**config.mk**
```make
export PLATFORM = sky130hd
export DESIGN_NAME = stage_fetch
export DESIGN_NICKNAME = d
export VERILOG_FILES = /design/src/rtl/stage_fetch.sv
export SDC_FILE = /design/constraint.sdc
export NUM_CORES = 1
export LEC_CHECK = 0
export BUFFER_PORTS_ARGS = -buffer_cell sky130_fd_sc_hd__buf_4
export CAP_MARGIN = 10
export CORE_MARGIN = 4
export CORE_UTILIZATION = 30
export DETAILED_ROUTE_END_ITERATION = 7
export HOLD_SLACK_MARGIN = 0.15
export SLEW_MARGIN = 30
export SYNTH_ARGS = -nofsm -noshare
export SYNTH_HDL_FRONTEND = slang
export SYNTH_SLANG_ARGS = --single-unit
```
**constraint.sdc**
```tcl
create_clock -name clk -period 1.8 [get_ports clk]
set_input_delay 0.36 -clock clk [delete_from_list [all_inputs] [get_ports clk]]
set_output_delay 0.36 -clock clk [all_outputs]
set_load 0.01 [all_outputs]
```
**src/rtl/stage_fetch.sv**
```systemverilog
`default_nettype none
// ============================================================================
// Module      : stage_fetch
// Description : First pipeline stage. Owns the program counter and issues
//               instruction-memory reads. Memory answers one cycle later, so
//               o_valid / o_pc_plus_2 are registered to line up with mem_data.
//               Handles downstream stalls and taken-branch redirects.
// Revision    : 1.0 - initial release
//
// Parameters:
//   RESET_PC  - PC loaded on reset (bit 0 ignored, word aligned)
//   PC_STEP   - byte increment per sequential fetch
//
// Ports:
//   clk               - clock, rising edge
//   reset             - asynchronous active-high reset
//   i_stall           - hold fetch (re-read the same address)
//   i_branch_taken    - branch/jump resolved taken this cycle
//   i_branch_target   - redirect PC (bit 0 forced to 0)
//   o_pc_addr         - instruction memory address (the PC register)
//   o_pc_rd           - instruction memory read strobe
//   o_valid           - mem_data this cycle is a valid fetch
//   o_pc_plus_2       - PC+2 of the instruction currently on mem_data
//   o_squash_rf_read  - kill the instruction now in rf_read
//   o_fetch_count     - non-stalled read count (FETCH_PERF_CNT_EN only)
//
// Configuration macro:
//   FETCH_PERF_CNT_EN - adds the saturating o_fetch_count performance counter
// ============================================================================
module stage_fetch #(
    parameter logic [15:0] RESET_PC = 16'h0000,
    parameter int          PC_STEP  = 2
) (
    input  logic        clk,
    input  logic        reset,
    input  logic        i_stall,
    input  logic        i_branch_taken,
    input  logic [15:0] i_branch_target,
    output logic [15:0] o_pc_addr,
    output logic        o_pc_rd,
    output logic        o_valid,
    output logic [15:0] o_pc_plus_2,
`ifdef FETCH_PERF_CNT_EN
    output logic [31:0] o_fetch_count,
`endif
    output logic        o_squash_rf_read
);

    typedef enum logic [1:0] {
        BOOT     = 2'd0,
        RUN      = 2'd1,
        REDIRECT = 2'd2
    } state_t;

    localparam logic [15:0] PC_INIT = {RESET_PC[15:1], 1'b0};
    localparam logic [15:0] STEP    = 16'(PC_STEP);

    state_t      state, state_nxt;
    logic [15:0] pc, pc_nxt;
    logic        valid_nxt;
    logic [15:0] plus2_nxt;
    logic [15:0] pc_seq;

    // Natural 16-bit wrap: 16'hFFFE + 2 -> 16'h0000.
    assign pc_seq = pc + STEP;

    always_ff @(posedge clk or posedge reset) begin
        if (reset) begin
            state       <= BOOT;
            pc          <= PC_INIT;
            o_valid     <= 1'b0;
            o_pc_plus_2 <= 16'h0000;
        end else begin
            state       <= state_nxt;
            pc          <= pc_nxt;
            o_valid     <= valid_nxt;
            o_pc_plus_2 <= plus2_nxt;
        end
    end

    always_comb begin
        state_nxt = state;
        pc_nxt    = pc;
        valid_nxt = o_valid;
        plus2_nxt = o_pc_plus_2;
        o_pc_rd   = 1'b0;

        case (state)
            BOOT: begin
                // No read issued, so nothing arrives next cycle.
                valid_nxt = 1'b0;
                if (i_branch_taken) begin
                    pc_nxt    = {i_branch_target[15:1], 1'b0};
                    state_nxt = REDIRECT;
                end else begin
                    state_nxt = RUN;
                end
            end
            RUN, REDIRECT: begin
                o_pc_rd = 1'b1;
                if (i_branch_taken) begin
                    // The read issued this cycle is wrong-path: drop it.
                    pc_nxt    = {i_branch_target[15:1], 1'b0};
                    valid_nxt = 1'b0;
                    state_nxt = REDIRECT;
                end else if (i_stall) begin
                    // Same address is re-read, so mem_data repeats; hold
                    // everything including the state.
                    state_nxt = state;
                end else begin
                    pc_nxt    = pc_seq;
                    valid_nxt = 1'b1;
                    plus2_nxt = pc_seq;
                    state_nxt = RUN;
                end
            end
            default: begin
                state_nxt = BOOT;
            end
        endcase
    end

    assign o_pc_addr        = pc;
    assign o_squash_rf_read = i_branch_taken;

`ifdef FETCH_PERF_CNT_EN
    always_ff @(posedge clk or posedge reset) begin
        if (reset) begin
            o_fetch_count <= 32'h0000_0000;
        end else if (o_pc_rd && !i_stall && (o_fetch_count != 32'hFFFF_FFFF)) begin
            o_fetch_count <= o_fetch_count + 32'd1;
        end
    end
`endif

endmodule
`default_nettype wire

```
==> results of run 1 <==
power by group:
part / internal, W / switching [W] / leakage (nW) / total [W]
logic: 0.000947 / 0.000874 / 0.654 / 0.00182
clock network: 0.000451 / 0.000269 / 0.0585 / 0.000721
registers: 0.00106 / 0.000257 / 0.371 / 0.00131
flip-flops by register name, indices dropped and copies added (netlist names):
signal and flops:
o_pc_addr 15, o_pc_plus_2 15, state 2, o_valid 1
stage by stage:
stage                     util (%)  total power, W
after floorplan                  -         0.00226
after global placement        41.3         0.00313
after detailed placement      41.3         0.00317
after CTS                     43.3         0.00389
after global routing          43.5         0.00416
final                         43.5         0.00386
what timing repair did:
action | in CTS | in global routing
setup endpoints to repair | 0 | 11
gates resized for setup | 0 | 2
setup buffers | 0 | 0
endpoints found under the hold margin | 0 | 0
area by class of cell:
| class | instances | area (sq um) | area share (%) |
|---|---|---|---|
| Sequential cell | 33 | 826 | 33.5 |
| Clock inverter | 1 | 30.0 | 1.22 |
| Multi-Input combinational cell | 143 | 885 | 35.8 |
| Tap cell | 72 | 90.1 | 3.65 |
| Clock buffer | 7 | 86.3 | 3.50 |
| Timing Repair Buffer | 66 | 533 | 21.6 |
| Inverter | 5 | 18.8 | 0.760 |
per-layer routing:
layer,wire (um),GRT usage [%],up-vias
met5,0,0,-
met4,39,2.59,0
met1,2150,18.5,745
li1,-,-,813
met3,301,5.34,5
met2,1990,18.7,41
tightest hold or removal path: stages:
cell and delay (ns):
sky130_fd_sc_hd__buf_4 0.10, sky130_fd_sc_hd__inv_1 0.04, sky130_fd_sc_hd__buf_4 0.37
kinds of logic (layout without fill, tap and decap cells):
family / Yosys count / count (layout) / share of synthesized area [%]
DFF: 33 / 33 / 45.9
adders and majority gates: 3 / 3 / 2.09
other: 1 / 2 / 0.208
AOI/OAI and AO/OA: 61 / 61 / 20.9
and+or+nand+nor: 62 / 62 / 17.6
buffers and inverters: 21 / 79 / 5.77
xor gates and xnor gates: 13 / 13 / 6.33
muxes: 2 / 2 / 1.18
placed cells by master (no fill, tap or decap), drive strengths merged, types with 2 or more instances in the layout:
master	netlist	final
a21oi	26	26
a2bb2oi	7	7
a31oi	2	2
and3	4	4
and4	4	4
buf	9	66
clkbuf	7	7
conb	1	2
dfrtp	33	33
ha	3	3
inv	5	5
nand2	16	16
nand2b	3	3
nand3	7	7
nand4	3	3
nor2	21	21
o21ai	8	8
o22a	2	2
o22ai	8	8
o31ai	2	2
xnor2	4	4
xor2	9	9
worst max path at each step:
| stage | endpoint | startpoint | slack, ns | depth (start not counted) |
|---|---|---|---|---|
| floorplan | o_pc_addr[6]$_DFFE_PP0P_ | state[0]$_DFFE_PP0P_ | 0.01 | 7 |
| global placement | o_pc_addr[7]$_DFFE_PP0P_ | state[0]$_DFFE_PP0P_ | 0.10 | 6 |
| finish | o_pc_addr[10]$_DFFE_PP0P_ | state[0]$_DFFE_PP0P_ | 0.16 | 6 |
| global route | o_pc_addr[3]$_DFFE_PP0P_ | state[0]$_DFFE_PP0P_ | 0.02 | 7 |
| CTS | o_pc_addr[7]$_DFFE_PP0P_ | state[0]$_DFFE_PP0P_ | 0.07 | 6 |
| detailed placement | o_pc_addr[7]$_DFFE_PP0P_ | state[0]$_DFFE_PP0P_ | 0.07 | 6 |
==> results.tsv, run 1 <==
stage	metric	value	unit
outcome	status	finished, final reports clean	
placed_design	PortBufs	51	
placed_design	Routability Congestion	0.816	
sta	number of hold-slack violations in the final timing report	0	
yosys	part of the Yosys area used for sequential elements	45.9	%
critical_path	required time at the endpoint of the critical path	1.97	ns
routing	initial drt markers	107	
critical_path	reg-to-reg critical path startpoint	state[0]$_DFFE_PP0P_	
die	die footprint	7300	sq um
global_routing	largest net degree at the start of global routing	34	
die	initial core utilization	31.7	%
sta	final setup violating endpoints	0	
sta	setup TNS	0	ns
yosys	cell area after synthesis	1800	sq um
sta	min Tclk post-route	1.64	ns
clock_network	clock tree from TritonCTS	built	
sta	unrepaired setup endpoints after global routing	no	
yosys	commonest cells in the netlist	sky130_fd_sc_hd__dfrtp_1, sky130_fd_sc_hd__a21oi_1, sky130_fd_sc_hd__nor2_1	
critical_path	Crit Path Category	flip-flop to flip-flop	
sta	Fin Clk Skew	0.00843	ns
die	Top-Level Pins	55	
die	area inside the core boundary	5680	sq um
die	row cnt	27	
placed_design	pre-CTS WS	0.0726	ns
yosys	predominant post-synthesis flop cell	sky130_fd_sc_hd__dfrtp_1	
global_routing	total routing resource utilization after global routing	13.1	%
critical_path	capturing point of the worst reg2reg path	o_pc_addr[10]$_DFFE_PP0P_	
critical_path	delay of the slowest cell on the worst path	0.40	ns
layout	share of post-route cells with drive strength above 1	31.8	%
routing	Detailed Routing Iterations Pass 1	4	
critical_path	Worst EP arrival	1.82	ns
power_and_ir_drop	areal power density over the cells	1560	nW/um^2
clock_network	CTS HTree Levels	2	
layout	number of nets at the end of the flow	277	
global_routing	wire length of the first global-routing pass	7650	um
critical_path	critical path capture point type	flip-flop	
sta	slack of the critical path	0.158	ns
sta	max-slew violations	0	
layout	P&R area growth vs syn	37.2	%
routing	detailed-route wire length per cell	13.7	um
layout	final-layout fill cell count	573	
global_routing	antenna violations before repair	0	
yosys	Avg Cell Area, Syn	9.18	sq um
clock_network	Clock Tree Buf Depth	2	
clock_network	Clock Latency Late Sink	0.28	ns
yosys	cell count after synthesis	196	
layout	number of cells in the finished layout apart from fillers	327	
clock_network	hold buffers post-CTS	0	
global_routing	overall overflow remaining after global route	0	
routing	Routed Antenna Nets	0	
layout	area of all placed cells without fillers	2470	sq um
critical_path	type of element launching the critical path	flip-flop	
yosys	asr flop ratio synth	100	%
critical_path	cell at the slowest stage of the critical path	sky130_fd_sc_hd__dfrtp_1	
run	max_cap viols	0	
critical_path	number of cell instances on the worst register-to-register path	6	
placed_design	Placed Cells incl. Taps	319	
routing	DRT Wirelength	4490	um
placed_design	placed standard-cell area	2340	sq um
layout	Diodes inserted	0	
yosys	number of enable flip-flop cells after synthesis	0	
die	die span in x	85.4	um
routing	post-detailed-route DRC marker count	0	
yosys	most common cell in the synthesized netlist	sky130_fd_sc_hd__dfrtp_1	
critical_path	Max Fanout on Critical Path	7	
critical_path	FF-to-FF setup slack	0.16	ns
die	vertical extent of the die	85.4	um
clock_network	clock slew at the register clock pins of the worst setup and hold paths	0.07	ns
placed_design	Final HPWL DP	3340	um
yosys	Ys Warns	0	
yosys	count of different cell masters after synthesis	40	
sta	final cycle utilization of the critical path	91.2	%
yosys	fraction of synthesized cell area taken by the top area cell type	45.9	%
sta	Fmax	609	MHz
routing	vias per cell	4.91	
sta	final hold slack	0.163	ns
worst_hold_path	worst hold-check path type	input pin to async pin	
power_and_ir_drop	leakage power	1.08	nW
global_routing	vias in the first global route	1562	
power_and_ir_drop	worst vdd rail ir drop	0.738	mV
clock_network	Root Buffer Master	sky130_fd_sc_hd__clkbuf_8	
critical_path	Cell Chain, Critical Path	inv_1 > ha_2 > buf_4 > o211ai_1 > o21ai_0 > a311o_1	
clock_network	TritonCTS sink count	33	
critical_path	family with the most delay on the worst path	compound AO/OA/AOI/OAI gates	
yosys	post-synthesis register bit count	33	
clock_network	clock buffer count from CTS	5	
critical_path	Buf/Inv on CP	2	
yosys	post-synthesis cell type with the largest combined area	sky130_fd_sc_hd__dfrtp_1	
yosys	most area-consuming cells after synthesis	sky130_fd_sc_hd__dfrtp_1, sky130_fd_sc_hd__a21oi_1, sky130_fd_sc_hd__xor2_1, sky130_fd_sc_hd__nor2_1, sky130_fd_sc_hd__a2bb2oi_1	
routing	number of vias in the routed layout	1604	
Note: power is estimated with default switching activity, not from simulation.
==> run 2: changes to the inputs <==
--- a/config.mk
+++ b/config.mk
@@ -8,9 +8,11 @@
 export BUFFER_PORTS_ARGS = -buffer_cell sky130_fd_sc_hd__buf_4
 export CAP_MARGIN = 10
 export CORE_MARGIN = 4
-export CORE_UTILIZATION = 30
+export CORE_UTILIZATION = 46
 export DETAILED_ROUTE_END_ITERATION = 7
 export HOLD_SLACK_MARGIN = 0.15
+export PLACE_DENSITY = 0.76
+export RECOVER_POWER = 25
 export SLEW_MARGIN = 30
 export SYNTH_ARGS = -nofsm -noshare
 export SYNTH_HDL_FRONTEND = slang
==> results.tsv, run 2 (synthesis gave the netlist of run 1 again) <==
stage	metric	value	unit	change
layout	number of nets at the end of the flow	277		unchanged
sta	Max-Slew Margin vs Limit	45.5	%	
sta	slack of the critical path	0.131	ns	was 0.158 ns
die	Top-Level Pins	55		unchanged
clock_network	TritonCTS sink count	33		unchanged
clock_network	Clock Tree Buf Depth	2		unchanged
sta	final setup violating endpoints	0		unchanged
routing	initial drt markers	93		was 107
outcome	status	finished, final reports clean		unchanged
clock_network	clock buffer count from CTS	5		unchanged
clock_network	number of setup buffers added after CTS	0		unchanged
die	initial core utilization	48.4	%	was 31.7%
critical_path	Max Fanout on Critical Path	19		was 7
clock_network	clock slew at the register clock pins of the worst setup and hold paths	0.07	ns	about the same
global_routing	vias in the first global route	1420		was 1562
placed_design	Final HPWL DP	3000	um	was 3340 um
clock_network	clock tree from TritonCTS	built		unchanged
global_routing	total routing resource utilization after global routing	16.6	%	was 13.1%
worst_hold_path	worst hold-check path type	input pin to async pin		unchanged
die	row cnt	22		was 27
layout	storage element area	826	sq um	unchanged
critical_path	critical path capture point type	flip-flop		unchanged
power_and_ir_drop	part of the total power dissipated in sequential elements	37.0	%	was 34.1%
layout	commonest non-fill, non-tap cells in the layout	sky130_fd_sc_hd__buf_4, sky130_fd_sc_hd__dfrtp_1, sky130_fd_sc_hd__a21oi_1		unchanged
critical_path	Critical Path Start	state[0]$_DFFE_PP0P_		unchanged
routing	detailed-route wire length per cell	13.3	um	was 13.7 um
placed_design	pre-CTS WS	0.0706	ns	was 0.0726 ns
sta	Tightest Pin Transition	0.817	ns	
layout	P&R area growth vs syn	32.1	%	was 37.2%
sta	final cycle utilization of the critical path	92.7	%	was 91.2%
critical_path	reg-to-reg critical path startpoint	state[0]$_DFFE_PP0P_		unchanged
sta	unrepaired setup endpoints after global routing	no		unchanged
critical_path	Worst EP arrival	1.89	ns	was 1.82 ns
clock_network	number of resized instances in the post-cts repair step	0		unchanged
clock_network	hold buffers post-CTS	0		unchanged
sta	max-slew violations	0		unchanged
sta	setup TNS	0	ns	unchanged
critical_path	Cell Chain, Critical Path	inv_1 > ha_2 > nor2b_2 > buf_6 > nor2_1 > a31oi_1 > o22a_1		was inv_1 > ha_2 > buf_4 > o211ai_1 > o21ai_0 > a311o_1
power_and_ir_drop	areal power density over the cells	1510	nW/um^2	was 1560 nW/um^2
critical_path	Crit Path Category	flip-flop to flip-flop		unchanged
power_and_ir_drop	fraction of power spent switching nets	37.8	%	was 36.3%
power_and_ir_drop	Clk pwr share	14.6	%	was 18.7%
sta	Fmax	599	MHz	was 609 MHz
layout	area used by multi-input combinational logic	880	sq um	was 885 sq um
critical_path	delay of the slowest cell on the worst path	0.38	ns	was 0.40 ns
sta	Fin Clk Skew	0.00481	ns	was 0.00843 ns
critical_path	Buf/Inv on CP	2		unchanged
routing	vias per cell	5.22		was 4.91
routing	post-detailed-route DRC marker count	0		unchanged
layout	final-layout fill cell count	336		was 573
routing	Detailed Routing Iterations Pass 1	5		was 4
power_and_ir_drop	NetSw	0.00136	W	was 0.00140 W
placed_design	PortBufs	51		unchanged
placed_design	Routability Congestion	0.794		was 0.816
global_routing	antenna violations before repair	0		unchanged
critical_path	required time at the endpoint of the critical path	2.02	ns	was 1.97 ns
clock_network	CTS HTree Levels	2		unchanged
power_and_ir_drop	leakage power	1.06	nW	was 1.08 nW
critical_path	cell at the slowest stage of the critical path	sky130_fd_sc_hd__ha_2		was sky130_fd_sc_hd__dfrtp_1
critical_path	family with the most delay on the worst path	adder cells		was compound AO/OA/AOI/OAI gates
routing	number of vias in the routed layout	1581		was 1604
power_and_ir_drop	proportion of power drawn by combinational gates	48.4	%	was 47.2%
layout	most common library cell in the layout ignoring fill and taps	sky130_fd_sc_hd__buf_4		unchanged
power_and_ir_drop	worst vdd rail ir drop	0.719	mV	was 0.738 mV
run	max_cap viols	0		unchanged
die	area inside the core boundary	3720	sq um	was 5680 sq um
critical_path	type of element launching the critical path	flip-flop		unchanged
sta	number of hold-slack violations in the final timing report	0		unchanged
die	die footprint	4980	sq um	was 7300 sq um
routing	DRT Wirelength	4040	um	was 4490 um
power_and_ir_drop	post-route total power	0.00360	W	was 0.00386 W
clock_network	Root Buffer Master	sky130_fd_sc_hd__clkbuf_8		unchanged
global_routing	overall overflow remaining after global route	0		unchanged
die	vertical extent of the die	70.5	um	was 85.4 um
global_routing	wire length of the first global-routing pass	6700	um	was 7650 um
power_and_ir_drop	Int Pwr	0.00224	W	was 0.00246 W
die	die span in x	70.5	um	was 85.4 um
routing	Routed Antenna Nets	0		unchanged
sta	min Tclk post-route	1.67	ns	was 1.64 ns
global_routing	largest net degree at the start of global routing	34		unchanged
layout	Diodes inserted	0		unchanged
layout	share of post-route cells with drive strength above 1	31.8	%	unchanged
clock_network	Clock Latency Late Sink	0.28	ns	about the same
run 2: changes by cell type in the layout (fill, tap and decap cells not counted), sizes merged:
cell,delta
clkbuf,+1
bufinv,-1
buf,-2
clkinv,+2
run 2: metal layers:
metal  vias up  GRT usage, %  wire length, um
li1        815             -                -
met3         5          2.84              245
met1       716          24.7             1950
met4         0          8.14               72
met2        45          23.4             1770
met5         -             0                0
run 2: tightest hold or removal path: stages:
cell	delay, ns
sky130_fd_sc_hd__clkbuf_4	0.11
sky130_fd_sc_hd__inv_1	0.04
sky130_fd_sc_hd__clkbuf_2	0.63
run 2: final timing paths:
kind	to	slack (ns)	depth (start not counted)
worst max-delay path	o_pc_addr[11]$_DFFE_PP0P_	0.13	7
worst min-delay path	o_pc_plus_2[15]$_DFFE_PP0P_	0.32	3
worst max register to register	o_pc_addr[11]$_DFFE_PP0P_	0.13	7
worst min register to register	o_pc_plus_2[1]$_DFFE_PP0P_	0.49	2
max in group asynchronous	o_pc_addr[10]$_DFFE_PP0P_	0.97	3
min in group clk	state[0]$_DFFE_PP0P_	0.33	2
run 2: area by class of cell:
type                       instances  area share (%)
clock inverter                     2           0.421
tap                               48            2.53
sequential                        33            34.8
clock buffer                       6            3.05
multi-input combinational        143            37.0
inverter                           5           0.790
timing repair buffer              66            21.4
run 2: power by group through the flow:
stage | logic, W | registers (W) | clock network (W)
2_1_floorplan | 0.000759 | 0.00150 | 0
3_3_place_gp | 0.00172 | 0.00134 | 0
3_5_place_dp | 0.00175 | 0.00135 | 0
4_1_cts | 0.00176 | 0.00133 | 0.000544
5_1_grt | 0.00190 | 0.00139 | 0.000560
6_report | 0.00174 | 0.00133 | 0.000525
run 2: per-stage QoR:
stage                     hold slack (ns)  cells  util, %  area, sq um
after CTS                           0.179    303     63.8         2370
after global routing                0.350    303     63.9         2380
after detailed placement            0.483    295     61.6         2290
after global placement              0.480    295     61.6         2290
after floorplan                     0.489    197        -         1800
final                               0.319    303     63.9         2380
